===== src/rtl/fifo_pkg.sv =====
// Shared types and helpers for the counted FIFO.
//   fifo_mode_t : read-side behaviour (registered one-cycle read, or first-word-fall-through)
//   fifo_depth  : number of entries addressed by a pointer of the given width
package fifo_pkg;

  typedef enum logic [0:0] {
    FIFO_MODE_STANDARD,
    FIFO_MODE_FWFT
  } fifo_mode_t;

  function automatic int unsigned fifo_depth(int unsigned address_bits);
    return 32'd1 << address_bits;
  endfunction

endpackage


===== src/rtl/fifo_counted_if.sv =====
// Producer/consumer side bundle of the counted FIFO.
//   master : the pipeline stages driving writes/reads and watching status
//   slave  : the FIFO itself
// Inputs : in_flush, in_write, in_data, in_read
// Outputs: out_data, out_valid, out_full, out_empty, out_almost_full, out_almost_empty,
//          out_count, out_overflow, out_underflow
interface fifo_counted_if #(
  parameter int unsigned DATA_BITS    = 8,
  parameter int unsigned ADDRESS_BITS = 4
);

  logic                    in_flush;
  logic                    in_write;
  logic [DATA_BITS-1:0]    in_data;
  logic                    in_read;
  logic [DATA_BITS-1:0]    out_data;
  logic                    out_valid;
  logic                    out_full;
  logic                    out_empty;
  logic                    out_almost_full;
  logic                    out_almost_empty;
  logic [ADDRESS_BITS:0]   out_count;
  logic                    out_overflow;
  logic                    out_underflow;

  modport master (
    output in_flush, in_write, in_data, in_read,
    input  out_data, out_valid, out_full, out_empty, out_almost_full, out_almost_empty,
           out_count, out_overflow, out_underflow
  );

  modport slave (
    input  in_flush, in_write, in_data, in_read,
    output out_data, out_valid, out_full, out_empty, out_almost_full, out_almost_empty,
           out_count, out_overflow, out_underflow
  );

endinterface


===== src/rtl/fifo_storage.sv =====
// Register-array storage for the counted FIFO: one synchronous write port, one
// asynchronous read port, no reset on the array.
//   clk             : write clock
//   wr_en/addr/data : write port
//   rd_addr/rd_data : combinational read port
module fifo_storage import fifo_pkg::*; #(
  parameter int unsigned DATA_BITS    = 8,
  parameter int unsigned ADDRESS_BITS = 4
) (
  input  logic                    clk,
  input  logic                    wr_en,
  input  logic [ADDRESS_BITS-1:0] wr_addr,
  input  logic [DATA_BITS-1:0]    wr_data,
  input  logic [ADDRESS_BITS-1:0] rd_addr,
  output logic [DATA_BITS-1:0]    rd_data
);

  localparam int unsigned Depth = fifo_depth(ADDRESS_BITS);

  logic [DATA_BITS-1:0] mem_q [Depth];

  always_ff @(posedge clk) begin
    if (wr_en) begin
      mem_q[wr_addr] <= wr_data;
    end
  end

  assign rd_data = mem_q[rd_addr];

endmodule


===== src/rtl/fifo_counted.sv =====
// Single-clock FIFO with occupancy count, almost-full/almost-empty thresholds,
// sticky overflow/underflow flags, synchronous flush and a selectable read mode.
//   clk     : clock, all state on the rising edge
//   reset_n : asynchronous active-low reset
//   bus     : fifo_counted_if.slave (write/read requests in, data and status out)
module fifo_counted import fifo_pkg::*; #(
  parameter int unsigned DATA_BITS           = 8,
  parameter int unsigned ADDRESS_BITS        = 4,
  parameter int unsigned ALMOST_FULL_MARGIN  = 2,
  parameter int unsigned ALMOST_EMPTY_MARGIN = 2,
  parameter fifo_mode_t  MODE                = FIFO_MODE_STANDARD
) (
  input  logic          clk,
  input  logic          reset_n,
  fifo_counted_if.slave bus
);

  localparam int unsigned Depth = fifo_depth(ADDRESS_BITS);

  typedef logic [ADDRESS_BITS:0]   count_t;
  typedef logic [ADDRESS_BITS-1:0] ptr_t;

  localparam count_t CountFull = count_t'(Depth);
  localparam count_t AfLevel   = count_t'(Depth - ALMOST_FULL_MARGIN);
  localparam count_t AeLevel   = count_t'(ALMOST_EMPTY_MARGIN);

  if (DATA_BITS < 1) begin : gen_bad_data_bits
    $error("fifo_counted: DATA_BITS must be >= 1");
  end
  if (ADDRESS_BITS < 1) begin : gen_bad_address_bits
    $error("fifo_counted: ADDRESS_BITS must be >= 1");
  end
  if (ALMOST_FULL_MARGIN >= Depth) begin : gen_bad_af_margin
    $error("fifo_counted: ALMOST_FULL_MARGIN must be < DEPTH");
  end
  if (ALMOST_EMPTY_MARGIN >= Depth) begin : gen_bad_ae_margin
    $error("fifo_counted: ALMOST_EMPTY_MARGIN must be < DEPTH");
  end

  ptr_t                 wr_ptr_q, wr_ptr_d;
  ptr_t                 rd_ptr_q, rd_ptr_d;
  count_t               count_q, count_d;
  logic                 full_q, empty_q, almost_full_q, almost_empty_q;
  logic                 overflow_q, overflow_d;
  logic                 underflow_q, underflow_d;
  logic [DATA_BITS-1:0] data_q, data_d;
  logic                 valid_q, valid_d;
  logic [DATA_BITS-1:0] rd_data;
  logic                 rd_acc, wr_acc, wr_en;

  always_comb begin
    rd_acc = bus.in_read && (count_q != '0);
    // A full FIFO still takes a write when the head leaves on the same edge.
    wr_acc = bus.in_write && ((count_q != CountFull) || rd_acc);

    wr_ptr_d    = wr_ptr_q;
    rd_ptr_d    = rd_ptr_q;
    count_d     = count_q;
    overflow_d  = overflow_q;
    underflow_d = underflow_q;
    data_d      = data_q;
    valid_d     = 1'b0;

    if (bus.in_flush) begin
      wr_ptr_d    = '0;
      rd_ptr_d    = '0;
      count_d     = '0;
      overflow_d  = 1'b0;
      underflow_d = 1'b0;
      data_d      = '0;
    end else begin
      if (wr_acc) wr_ptr_d = wr_ptr_q + ptr_t'(1);
      if (rd_acc) begin
        rd_ptr_d = rd_ptr_q + ptr_t'(1);
        data_d   = rd_data;
        valid_d  = 1'b1;
      end
      unique case ({wr_acc, rd_acc})
        2'b10:   count_d = count_q + count_t'(1);
        2'b01:   count_d = count_q - count_t'(1);
        default: count_d = count_q;
      endcase
      if (bus.in_write && !wr_acc) overflow_d  = 1'b1;
      if (bus.in_read  && !rd_acc) underflow_d = 1'b1;
    end
  end

  assign wr_en = wr_acc && !bus.in_flush;

  always_ff @(posedge clk or negedge reset_n) begin
    if (!reset_n) begin
      wr_ptr_q       <= '0;
      rd_ptr_q       <= '0;
      count_q        <= '0;
      full_q         <= 1'b0;
      empty_q        <= 1'b1;
      almost_full_q  <= 1'b0;
      almost_empty_q <= 1'b1;
      overflow_q     <= 1'b0;
      underflow_q    <= 1'b0;
      data_q         <= '0;
      valid_q        <= 1'b0;
    end else begin
      wr_ptr_q       <= wr_ptr_d;
      rd_ptr_q       <= rd_ptr_d;
      count_q        <= count_d;
      // Status tracks the next count so it moves on the same edge as out_count.
      full_q         <= (count_d == CountFull);
      empty_q        <= (count_d == '0);
      almost_full_q  <= (count_d >= AfLevel);
      almost_empty_q <= (count_d <= AeLevel);
      overflow_q     <= overflow_d;
      underflow_q    <= underflow_d;
      data_q         <= data_d;
      valid_q        <= valid_d;
    end
  end

  fifo_storage #(
    .DATA_BITS    (DATA_BITS),
    .ADDRESS_BITS (ADDRESS_BITS)
  ) u_storage (
    .clk     (clk),
    .wr_en   (wr_en),
    .wr_addr (wr_ptr_q),
    .wr_data (bus.in_data),
    .rd_addr (rd_ptr_q),
    .rd_data (rd_data)
  );

  // FWFT shows the head word directly; it is masked while empty so the
  // don't-care array contents never reach the bus (and reset reads as 0).
  assign bus.out_data  = (MODE == FIFO_MODE_FWFT) ? (empty_q ? '0 : rd_data) : data_q;
  assign bus.out_valid = (MODE == FIFO_MODE_FWFT) ? !empty_q : valid_q;

  assign bus.out_count        = count_q;
  assign bus.out_full         = full_q;
  assign bus.out_empty        = empty_q;
  assign bus.out_almost_full  = almost_full_q;
  assign bus.out_almost_empty = almost_empty_q;
  assign bus.out_overflow     = overflow_q;
  assign bus.out_underflow    = underflow_q;

endmodule


===== src/flat_wrapper.sv =====
// flat-port wrapper written by rule: the top's interface ports become plain ports
module fifo_counted_flat import fifo_pkg::*;
#(
  parameter int unsigned DATA_BITS           = 8,
  parameter int unsigned ADDRESS_BITS        = 4,
  parameter int unsigned ALMOST_FULL_MARGIN  = 2,
  parameter int unsigned ALMOST_EMPTY_MARGIN = 2,
  parameter fifo_mode_t  MODE                = FIFO_MODE_STANDARD
)
  (clk, reset_n, bus_in_flush, bus_in_write, bus_in_data, bus_in_read, bus_out_data, bus_out_valid, bus_out_full, bus_out_empty, bus_out_almost_full, bus_out_almost_empty, bus_out_count, bus_out_overflow, bus_out_underflow);
  fifo_counted_if #(.DATA_BITS(DATA_BITS), .ADDRESS_BITS(ADDRESS_BITS)) bus_i ();
  input  logic clk;
  input  logic reset_n;
  input wire logic [$bits(bus_i.in_flush)-1:0] bus_in_flush;
  input wire logic [$bits(bus_i.in_write)-1:0] bus_in_write;
  input wire logic [$bits(bus_i.in_data)-1:0] bus_in_data;
  input wire logic [$bits(bus_i.in_read)-1:0] bus_in_read;
  output wire logic [$bits(bus_i.out_data)-1:0] bus_out_data;
  output wire logic [$bits(bus_i.out_valid)-1:0] bus_out_valid;
  output wire logic [$bits(bus_i.out_full)-1:0] bus_out_full;
  output wire logic [$bits(bus_i.out_empty)-1:0] bus_out_empty;
  output wire logic [$bits(bus_i.out_almost_full)-1:0] bus_out_almost_full;
  output wire logic [$bits(bus_i.out_almost_empty)-1:0] bus_out_almost_empty;
  output wire logic [$bits(bus_i.out_count)-1:0] bus_out_count;
  output wire logic [$bits(bus_i.out_overflow)-1:0] bus_out_overflow;
  output wire logic [$bits(bus_i.out_underflow)-1:0] bus_out_underflow;
  assign bus_i.in_flush = bus_in_flush;
  assign bus_i.in_write = bus_in_write;
  assign bus_i.in_data = bus_in_data;
  assign bus_i.in_read = bus_in_read;
  assign bus_out_data = bus_i.out_data;
  assign bus_out_valid = bus_i.out_valid;
  assign bus_out_full = bus_i.out_full;
  assign bus_out_empty = bus_i.out_empty;
  assign bus_out_almost_full = bus_i.out_almost_full;
  assign bus_out_almost_empty = bus_i.out_almost_empty;
  assign bus_out_count = bus_i.out_count;
  assign bus_out_overflow = bus_i.out_overflow;
  assign bus_out_underflow = bus_i.out_underflow;
  fifo_counted #(.DATA_BITS(DATA_BITS), .ADDRESS_BITS(ADDRESS_BITS), .ALMOST_FULL_MARGIN(ALMOST_FULL_MARGIN), .ALMOST_EMPTY_MARGIN(ALMOST_EMPTY_MARGIN), .MODE(MODE)) u_core (.clk(clk), .reset_n(reset_n), .bus(bus_i));
endmodule

===== config.mk =====
export PLATFORM = sky130hd
export DESIGN_NAME = fifo_counted_flat
export DESIGN_NICKNAME = d
export VERILOG_FILES = /design/src/rtl/fifo_pkg.sv /design/src/rtl/fifo_counted_if.sv /design/src/rtl/fifo_storage.sv /design/src/rtl/fifo_counted.sv /design/src/flat_wrapper.sv
export SDC_FILE = /design/constraint.sdc
export NUM_CORES = 1
export LEC_CHECK = 0
export CAP_MARGIN = 10
export CORE_ASPECT_RATIO = 2
export CORE_MARGIN = 2
export CORE_UTILIZATION = 59
export DETAILED_ROUTE_END_ITERATION = 16
export PLACE_DENSITY = 0.91
export SKIP_LAST_GASP = 1
export SLEW_MARGIN = 25
export SYNTH_ARGS = -nofsm -noshare
export SYNTH_HDL_FRONTEND = slang
export SYNTH_SLANG_ARGS = --single-unit

===== constraint.sdc =====
create_clock -name clk -period 3.3 [get_ports clk]
set_clock_uncertainty 0.2 [all_clocks]
set_input_delay 0.66 -clock clk [delete_from_list [all_inputs] [get_ports clk]]
set_output_delay 0.66 -clock clk [all_outputs]
set_load 0.03 [all_outputs]

After elaboration in Yosys (flattened, before gate mapping)
Memory sizes are Yosys's and may differ from the RTL's.
Cells that the tools add are included.

word-level totals
  input bits = 13
  register bits after elaboration = 28
  RAM bits = 128
  memories = 1
  output and inout bits = 20
  bits in latches = 0
  bits in read-only memories = 0
  logic and storage cells = 53

cells by class
  reductions and logical operators = 15
  add/subtract/negate cells = 4
  shift operators = 0
  muxes and demuxes = 16
  $lt $le $gt $ge = 2
  div/mod/pow operators = 0
  multiply operators = 0
  bitwise gates (word level) = 0
  equal/unequal tests = 4

memory list
  name                    depth  width  read ports  clocked after Yosys merged registers in  write ports  line                source
  u_core.u_storage.mem_q  16     8      1           0                                        1            fifo_storage.sv:20  logic [DATA_BITS-1:0] mem_q [Depth];

operators with widths
  kind                                                                                  count
  4-bit two-way mux                                                                     4
  8-bit two-way mux                                                                     2
  5-bit one-hot mux with 2 select lines                                                 1
  4-bit by 1-bit adder with 4-bit output (second input constant)                        2
  1-bit two-way mux                                                                     8
  2-bit nonzero test                                                                    4
  5-bit by 1-bit adder with 5-bit output (second input constant)                        1
  5-bit equality test (second input constant)                                           1
  5-bit by 4-bit greater-or-equal comparator with 1-bit output (second input constant)  1
  5-bit by 2-bit less-or-equal comparator with 1-bit output (second input constant)     1
  1-bit logical AND                                                                     5
  5-bit logical NOT                                                                     1
  5-bit two-way mux                                                                     1
  5-bit != test (second input constant)                                                 1
  5-bit nonzero test                                                                    1
  5-bit by 1-bit subtractor with 5-bit output (second input constant)                   1
  1-bit logical NOT                                                                     3
  2-bit by 1-bit equality test with 1-bit output (second input constant)                1
  2-bit equality test (second input constant)                                           1
  1-bit logical OR                                                                      1

Depth between registers and ports, before layout
Gate-level depths: netlist (run 1).

  depth after elaboration = 8
  depth in mapped cells = 10
  depth with buffers taken out = 10

Modules after synthesis
A second synthesis (run 1) with hierarchy kept.

second synthesis, totals
  cells, all modules = 375
  area, all modules = 6,478.7 µm²

modules (own cells, without submodules)
  module        seq. area each (µm²)  times used  cells each  area an instance (µm²)
  fifo_storage  3,843.7               1           221         4,987.3
  fifo_counted  703.2                 1           154         1,491.4

Worst setup path after synthesis (run 1)
No wires, ideal clock.

  kind = register -> register
  from = register u_core.count_q[1], in the netlist u_core.bus.out_count[1]
  to = register u_core.full_q, in the netlist u_core.bus.out_full
  buffers on the path = 0
  stages on the path, launching flop included = 11
  library setup time = 0.095 ns
  clock period less this slack = 2.868 ns
  path slack = 0.432 ns
  required time = 3.005 ns
  arrival time = 2.572 ns
  path through = dfrtp_1 -> nor4_4 -> a21oi_2 -> nand2_2 -> inv_2 -> ha_1 -> xor2_1 -> o31ai_1 -> a22o_1 -> nand3b_1 -> nor4b_2

between the ends
  longest elaborated chain between the ends = 8
  elaborated cells on any way between the ends = 12
  those cells by class = add/sub (2); eq/ne (4); mux (2); reduce/logical (4)

ends and longest elaborated chain
  what                                                                                   line                 source
  from (decl)                                                                            fifo_counted.sv:42   count_t count_q, count_d;
  from (signal assigned)                                                                 fifo_counted.sv:106  count_q <= count_d;
  5-bit nonzero test                                                                     fifo_counted.sv:52   rd_acc = bus.in_read && (count_q != '0);
  1-bit logical AND                                                                      fifo_counted.sv:52
  1-bit logical OR                                                                       fifo_counted.sv:54   wr_acc = bus.in_write && ((count_q != CountFull) || rd_acc);
  1-bit logical AND                                                                      fifo_counted.sv:54
  2-bit by 1-bit equality test with 1-bit output or 2-bit equality test (tied branches)  fifo_counted.sv:78   unique case ({wr_acc, rd_acc})
  5-bit one-hot mux with 2 select lines (*)                                              fifo_counted.sv:78
  5-bit two-way mux (*)                                                                  fifo_counted.sv:64   if (bus.in_flush) begin
  net u_core.count_d[2]                                                                  fifo_counted.sv:42
  5-bit equality test (*)                                                                fifo_counted.sv:108  full_q <= (count_d == CountFull);
  to (signal assigned)                                                                   fifo_counted.sv:108
  to (decl)                                                                              fifo_counted.sv:43   logic full_q, empty_q, almost_full_q, almost_empty_q;

Mark *: on every way through the listed nets, which the timed path passes. The rest lies on a longest branch.
A chain may end at the register's enable or synchronous reset.

Worst setup path in the final report (run 1)
  from = input port bus_in_read
  to = register u_core.full_q, in the netlist u_core.bus.out_full

between the ends
  longest elaborated chain between the ends = 7
  elaborated cells on any way between the ends = 8
  those cells by class = eq/ne (3); mux (2); reduce/logical (3)

ends and longest elaborated chain
  what                                                                                   line                 source
  from (decl)                                                                            flat_wrapper.sv:17   input wire logic [$bits(bus_i.in_read)-1:0] bus_in_read;
  1-bit logical AND (*)                                                                  fifo_counted.sv:52
  1-bit logical OR                                                                       fifo_counted.sv:54
  1-bit logical AND                                                                      fifo_counted.sv:54
  2-bit by 1-bit equality test with 1-bit output or 2-bit equality test (tied branches)  fifo_counted.sv:78
  5-bit one-hot mux with 2 select lines (*)                                              fifo_counted.sv:78
  5-bit two-way mux (*)                                                                  fifo_counted.sv:64
  5-bit equality test (*)                                                                fifo_counted.sv:108

Mark *: on every way between the ends. The rest lies on a longest branch, timed or not.

==> summary by stage, run 1 <==
Pwr
The design internal power is 3910 uW. For this design the ratio of total power to cell area is 693 mW/mm^2. The switching component of the power is 1450 uW. The proportion of total power due to net switching is 27.1%. Combinational logic burns 18.1% of the power. The worst-case IR drop observed on VDD is 0.634 mV. Sequential cells burn 42.9% of the power. The portion of total power attributed to the clock network is 39.0%. The analysis attributes to cell leakage a power of 0.00265 uW.

Critical path
The category of the critical setup timing path is input port to register. The category of the worst setup path capture point is a register. The data required time of the worst path is 3.43 ns. Walking the worst path, the cells encountered are clkdlybuf4s50_1 -> inv_1 -> a21oi_2 -> nand2_2 -> fa_1 -> nand2b_1 -> a21oi_1 -> mux2i_1 -> o22ai_1 -> nor4b_2. The maximum fanout count along the critical path is 5. The launching element of the worst setup path is bus_in_read. STA puts the critical path data arrival time at 3.06 ns. The register-to-register setup slack is 0.40 ns. The worst setup path is launched from an input port. The origin of the critical flop-to-flop path is u_core.bus.out_count[1].

The worst reg2reg path depth is 10. The slowest stage of the critical path is the sky130_fd_sc_hd__clkdlybuf4s50_1 cell. In this run the critical register-to-register path is captured at u_core.bus.out_full. The peak per-stage delay on the critical path is 0.48 ns.

Drt
The remaining antenna violation count after routing is 0. The number of design rule violations left after detail routing is 0. The highest layer touched by signal routing is met4. The routed wire length is 14200 um.

The first detailed-routing pass took 5 iterations. The routed design uses 588 um of met3 wire. The routed length per instance is 24.5 um. The routed via count divided by cell count is 6.25.

Detailed routing placed a total of 8140 um of wire on met2. Summing over every cut layer, the via total after detailed routing is 3613. For this block, wires on met1 add up to 4830 um. After the first detailed-routing iteration, the DRC count stood at 304.

STA
Setup repair after global routing left no endpoint under its margin. The setup-violating endpoint count in the final report is 0. The number of max-slew violations in the final report is 0. Headroom to the max-slew limit came out at 45.5%.

In the final timing run, aggregate negative setup slack is 0 ns. For the pin with the worst max-slew slack, the measured transition is 0.815 ns. The worst path uses 89.0% of the clock period. The number of failing hold endpoints at the final stage is 0. The shortest period the worst path allows is 2.94 ns.

The fmax is 0.341 GHz.

Logic synthesis
Synthesis produced a netlist with a net count of 383. Among all flip-flop cells after synthesis, the most frequent one is sky130_fd_sc_hd__edfxtp_1. The cell area that synthesis handed to floorplanning was 0.00641 mm^2. After technology mapping, the gate count stands at 361. The synthesized design devotes to its leading area cell type 60.0% of total area. Counting distinct cell types in the post-synthesis netlist gives 46. After synthesis, the share of flip-flops with an asynchronous set or reset is 17.9%. A synthesized cell averages 17.8 um^2. The register bit count reported by yosys is 156. The Yosys step of the flow raised 0 warnings. The count of flip-flops with a built-in enable after synthesis is 128. The sequential share of the synthesized area is 70.9%. Sorting the synthesized cells by area gives the leading types as sky130_fd_sc_hd__edfxtp_1 60%, sky130_fd_sc_hd__mux4_2 14%, sky130_fd_sc_hd__dfrtp_1 10%, sky130_fd_sc_hd__nand2_1 1.6%, sky130_fd_sc_hd__ha_1 1.6%. Summed over all instances, the cell type with the most area after synthesis is sky130_fd_sc_hd__edfxtp_1.

GRT
For this run the aggregate overflow at the end of global routing stands at 0. The first global-routing pass estimated 22100 um of wire. The largest net degree at the start of global routing is 36.

The number of global-route vias before repair is 3830. The initial antenna violation count is 0. In the global route stage, overall resource usage came out at 26.7%.

Min path
Along the worst hold path, the cell count comes to 1. The startpoint identified for the worst hold timing path is u_core.bus.out_overflow. The capture endpoint of the worst hold path is u_core.bus.out_overflow. The path class of the lowest-slack min-delay path is register to register.

Placed design
The last weighted congestion value of the routability-driven placer is 0.889. During placement, the flow inserted port buffers numbering 32. The cell total after placement is 546.

The placed wire-length estimate after detailed placement is 9550 um.

CTS
The clock tree from TritonCTS is yes. The H-tree was split into 4 levels. Clock-pin slew was measured on the worst setup and hold paths at 0.07 ns. The cell at the root of the clock tree is sky130_fd_sc_hd__clkbuf_16. In this run, post-CTS repair resized a total of 0 instances. Once the clock tree was built, the setup fixing pass inserted 0 buffers. The number of buffers inserted by hold repair at cts is 0. The clock latency reported for the late side of the worst-skew pair is 0.43 ns. The sink count of the clock tree is 156. The number of buffers created by CTS is 17. The number of buffers between clock root and the deepest sink is 2.

Final layout
The count of antenna diodes in the layout is 0. Fill cells in the final layout number 565. The area growth from synthesis to layout is 20.7%.

For this run, the share of the core covered by cells in the final layout is 73.3%. The number of cells in the finished layout apart from fillers is 578. Of the cells placed in the final design, the portion with a size suffix greater than 1 is 26.8%. In the final design database the tool counted 450 nets.

Die
The starting density of the core is 60.8%. The die covers 0.0118 mm^2. The total area inside the core boundary comes to 0.0105 mm^2. The die height is 151 um. The floorplan row count is 53. The number of placed I/O pins is 33.

The horizontal extent of the die is 77.7 um.

Job
The tool flagged a number of max-cap violations equal to 0.

Outcome
The run finished with clean final reports.
[metal layers]
layer / global-route usage (%) / up-vias
li1: - / 1559
met1: 27.8 / 1854
met2: 48.1 / 159
met3: 6.20 / 41
met4: 16.2 / 0
met5: 0 / -
[synthesized netlist by cell type, drive strengths merged, types with 2 or more instances]
cell and n:
buf 8, nor3 8, a211oi 4, mux2i 2, clkbuf 11, ha 8, nand3b 2, dfrtp 26
inv 9, dfstp 2, o21ai 6, nor2 25, xnor2 2, a21oi 14, a31oi 2, xor2 4
nand2 30, o21a 3, nand2b 5, edfxtp 128, o31ai 2, o22ai 2, mux4 40
[logic make-up after synthesis]
kind of cell               after synthesis  share of synthesized area [%]
DFF                                    156                           70.9
and+or+nand+nor                         79                           6.05
xor gates and xnor gates                 6                          0.820
muxes                                   42                           14.4
AOI/OAI and AO/OA                       41                           4.22
adders and majority gates                9                           1.87
buffers and inverters                   28                           1.72
[final cells by class]
type	count	area, um^2	area share, %
Timing Repair Buffer	67	583	7.54
Tap cell	137	171	2.22
Sequential cell	156	4550	58.8
Inverter	9	33.8	0.437
Clock inverter	15	219	2.83
Clock buffer	17	425	5.50
Multi-Input combinational cell	177	1750	22.7
[cells in the final DEF, fill, tap and decap left out, drive strengths merged, types with 2 or more instances in the layout]
cell / instances
nand3b: 2
a21oi: 14
clkdlybuf4s50: 32
nand2b: 5
xnor2: 2
clkinv: 2
clkbuf: 17
o21a: 3
dfrtp: 26
nand2: 30
buf: 35
o22ai: 2
nor2: 25
bufinv: 3
dfstp: 2
ha: 8
inv: 18
a31oi: 2
edfxtp: 128
xor2: 4
mux2i: 2
o31ai: 2
o21ai: 6
nor3: 8
mux4: 40
a211oi: 4
[how the worst max path moves through the flow]
stage	endpoint	slack [ns]	depth (start not counted)
2_1_floorplan	u_core.bus.out_full	0.43	10
3_3_place_gp	u_core.bus.out_full	0.11	10
3_5_place_dp	u_core.bus.out_full	-0.04	10
4_1_cts	u_core.bus.out_full	0.40	10
5_1_grt	u_core.bus.out_full	0.16	10
6_report	u_core.bus.out_full	0.36	10
[worst max-delay path, delay by kind of cell]
kind | cells | cell delay (ns)
AO/OA/AOI/OAI | 3 | 0.79
buffers and inverters | 2 | 0.55
AND/OR/NAND/NOR | 3 | 0.52
adder cells (fa/ha/maj) | 1 | 0.39
multiplexers | 1 | 0.13
[through the flow]
stage	total power (uW)	hold WS, ns	area (um^2)	worst slack [ns]
4_1_cts	5390	0.294	7730	0.402
3_3_place_gp	3250	0.279	7090	0.111
3_5_place_dp	3290	0.279	7090	-0.0385
2_1_floorplan	2950	0.164	6410	0.432
6_report	5360	0.288	7730	0.364
5_1_grt	5550	0.346	7730	0.164
[registers in the layout, summed over array words and instances, names as in the netlist]
name / cells
u_core.u_storage.mem_q: 128
u_core.bus.out_data: 8
u_core.bus.out_count: 5
u_core.rd_ptr_q: 4
u_core.wr_ptr_q: 4
u_core.bus.out_almost_empty: 1
u_core.bus.out_almost_full: 1
u_core.bus.out_empty: 1
u_core.bus.out_full: 1
u_core.bus.out_overflow: 1
u_core.bus.out_underflow: 1
u_core.bus.out_valid: 1
[power groups by stage]
stage / Combinational, uW / Sequential (uW) / Clock (uW)
after floorplan: 557 / 2390 / 0
after global placement: 918 / 2330 / 0
after detailed placement: 954 / 2340 / 0
after CTS: 972 / 2300 / 2120
after global routing: 1040 / 2310 / 2200
final: 972 / 2300 / 2090
(Power assumes the default switching activity.)
==> inputs of run 2 (changes only) <==
--- a/config.mk
+++ b/config.mk
@@ -7,7 +7,6 @@
 export LEC_CHECK = 0
 export CAP_MARGIN = 10
 export CORE_ASPECT_RATIO = 2
-export CORE_MARGIN = 2
 export CORE_UTILIZATION = 59
 export DETAILED_ROUTE_END_ITERATION = 16
 export PLACE_DENSITY = 0.91
==> run 2 against run 1 <==
Net effect: sequential share of layout area grew 0.70 points; hold slack better by 0.0039 ns; maximum frequency down 2.8%; critical path depth unchanged; non-clock buffer count decreased by 4; largest power group unchanged.
==> summary by stage, run 2 (same netlist as run 1, synthesis figures left out) <==
Outcome
The flow ran to the end, and the final reports show no timing, DRC or antenna violations.

Die
The starting density of the core is 60.8%. The die height is 149 um. The die area is 0.0113 mm^2. The standard cell core area is 0.0105 mm^2. The horizontal extent of the die is 75.7 um. 33 I/O pins were placed. The initialized floorplan defines 53 standard-cell rows.

Final layout
The post-route netlist has 26.1% of its cells at a drive strength greater than 1. In the final design database the tool counted 446 nets. The count of antenna diodes in the layout is 0. Relative to the synthesized area, the layout overhead comes to 19.2%.

Leaving out fill and tap cells, the most frequent cell in the layout is sky130_fd_sc_hd__edfxtp_1. The register with the most flip-flops in the layout has 128 of them. The largest register by flop count is u_core.u_storage.mem_q.

After routing the design area is 0.00764 mm^2. In the layout the commonest cells are 128 x sky130_fd_sc_hd__edfxtp_1, 40 x sky130_fd_sc_hd__mux4_2, 32 x sky130_fd_sc_hd__clkdlybuf4s50_1.

Critical path
The category of the critical setup timing path is input port to register. The critical path arrival is 3.13 ns. The critical path goes through clkdlybuf4s50_1 -> inv_1 -> a21oi_2 -> nand2_2 -> fa_1 -> nand2b_1 -> a21oi_2 -> mux2i_1 -> o22ai_1 -> a221oi_1. The data required time of the worst path is 3.41 ns. By instance count, the cell type seen most on the critical path is sky130_fd_sc_hd__a21oi_2. Of all nets on the critical path, the largest fanout is 5.

The number of buffer and inverter instances along the worst setup path is 2. STA classifies the critical path startpoint as an input port. The peak per-stage delay on the critical path is 0.49 ns.

For flop-to-flop paths, the worst setup slack is 0.31 ns. The category of the worst setup path capture point is a register. The kind of cell with the highest combined delay along the critical path is compound AO/OA/AOI/OAI gates. For this design, the slowest cell found on the critical path is sky130_fd_sc_hd__clkdlybuf4s50_1.

Drt
The pre-antenna-repair detailed-routing pass consisted of 5 iterations. The number of design rule violations left after detail routing is 0. The routed wire length is 14200 um. The routed via count divided by cell count is 6.42. The number of DRC markers in iteration 0 is 204.

The remaining antenna violation count after routing is 0. The routed length per instance is 24.8 um. Detailed routing inserted a total of 3683 vias.

STA
The number of max-slew violations in the final report is 0. Based on the critical path, the design can be clocked at up to 0.331 GHz. The worst path uses 91.5% of the clock period.

The transition at the pin with the smallest max-transition slack is 0.851 ns. Measured against its own limit, the worst slew margin works out to 43.1%. Setup repair after global routing left no endpoint under its margin.

The number of failing hold endpoints at the final stage is 0. The setup-violating endpoint count in the final report is 0. The final critical-path setup slack is 0.280 ns.

The worst path in the final design needs a cycle of 3.02 ns, including I/O delays and setup.

Job
Max-cap violations in this run came to 0.

CTS
The depth of the CTS H-tree is 4. The sink count of the clock tree is 156. Post-CTS timing repair inserted 0 buffers for setup. The clock-pin slew of the registers on the worst-case setup and hold paths is 0.06 ns.

Clock tree synthesis inserted a total of 17 buffers. TritonCTS built the clock tree. The cell at the root of the clock tree is sky130_fd_sc_hd__clkbuf_16.

Clock latency on the worst-skew pair, taken at its later pin, is 0.42 ns. The number of buffers between clock root and the deepest sink is 2.

GRT
The initial antenna violation count is 0. The wire length of the first global-routing pass is 22200 um. The aggregate global-route resource usage is 29.1%. The number of global-route vias before repair is 3996. The global routing met1 resource utilization is 30.1%.

The largest net degree at the start of global routing is 36. The total congestion overflow after global routing is 0. Global routing used 9.66% of the available met3 tracks. met2 is the most crowded layer.

For this run, global-route usage on met2 was measured as 48.5%.

Min path
The worst hold path belongs to the class register to register.

Placed design
Summing all placed instances gives a cell area of 0.00706 mm^2. Timing analysis after detailed placement gives a worst setup slack of -0.0900 ns. Summed over all nets, the half-perimeter wirelength after detailed placement is 9500 um. At the end of routability-driven placement, the weighted congestion stood at 0.802. The number of I/O port buffers is 32.

Pwr
The power per cell area is 675 mW/mm^2. Summed over all cells, the static leakage comes to 0.00260 uW. The maximum VDD drop is 0.628 mV.
run 2: cell types whose count changed in the layout (fill, tap and decap cells not counted), sizes merged:
| cell | delta |
|---|---|
| buf | -4 |
| clkinvlp | +1 |
| bufinv | -2 |
| clkinv | +2 |
| inv | -1 |
run 2: per-layer routing:
metal	vias up	share of wire (%)
li1	1548	-
met1	1876	32
met2	194	57
met3	65	5.6
met4	0	5.6
met5	-	0
run 2: worst paths after layout:
| kind | startpoint | to | cells past startpoint |
|---|---|---|---|
| worst max-delay path | bus_in_read | u_core.bus.out_almost_empty | 10 |
| worst min-delay path | u_core.bus.out_overflow | u_core.bus.out_overflow | 1 |
| worst max register to register | u_core.bus.out_count[1] | u_core.bus.out_almost_empty | 10 |
| worst min register to register | u_core.bus.out_overflow | u_core.bus.out_overflow | 1 |
| max in group asynchronous | reset_n | u_core.wr_ptr_q[2] | 2 |
| min in group asynchronous | reset_n | u_core.bus.out_almost_full | 1 |
run 2: layout make-up:
class	count	area, um^2
Clock buffer	17	425
Fill cell	581	2900
Sequential cell	156	4550
Multi-Input combinational cell	177	1760
Tap cell	137	171
Timing Repair Buffer	63	553
Clock inverter	15	154
Inverter	9	33.8
run 2: timing repair:
| item | 4_1_cts | 5_1_grt |
|---|---|---|
| endpoints found under the setup margin | 0 | 2 |
| hold buffers | 0 | 0 |
| resized for setup | 0 | 1 |
run 2: where the power goes:
group	switching, uW	internal, uW	leakage, uW	total (uW)
Sequential	105	2210	0.00153	2310
Combinational	499	453	0.000789	952
Clock	829	1060	0.000281	1890
Total	1430	3730	0.00260	5160
run 2: stage by stage:
stage	TNS, ns	power [uW]	cells	hold WS (ns)	utilization (%)
final	0	5160	574	0.292	72.5
after global routing	0	5360	574	0.318	72.5
after CTS	0	5180	574	0.296	72.4
after detailed placement	-0.268	3290	542	0.282	66.9
after global placement	0	3230	542	0.278	66.9
after floorplan	0	2950	361	0.164	-
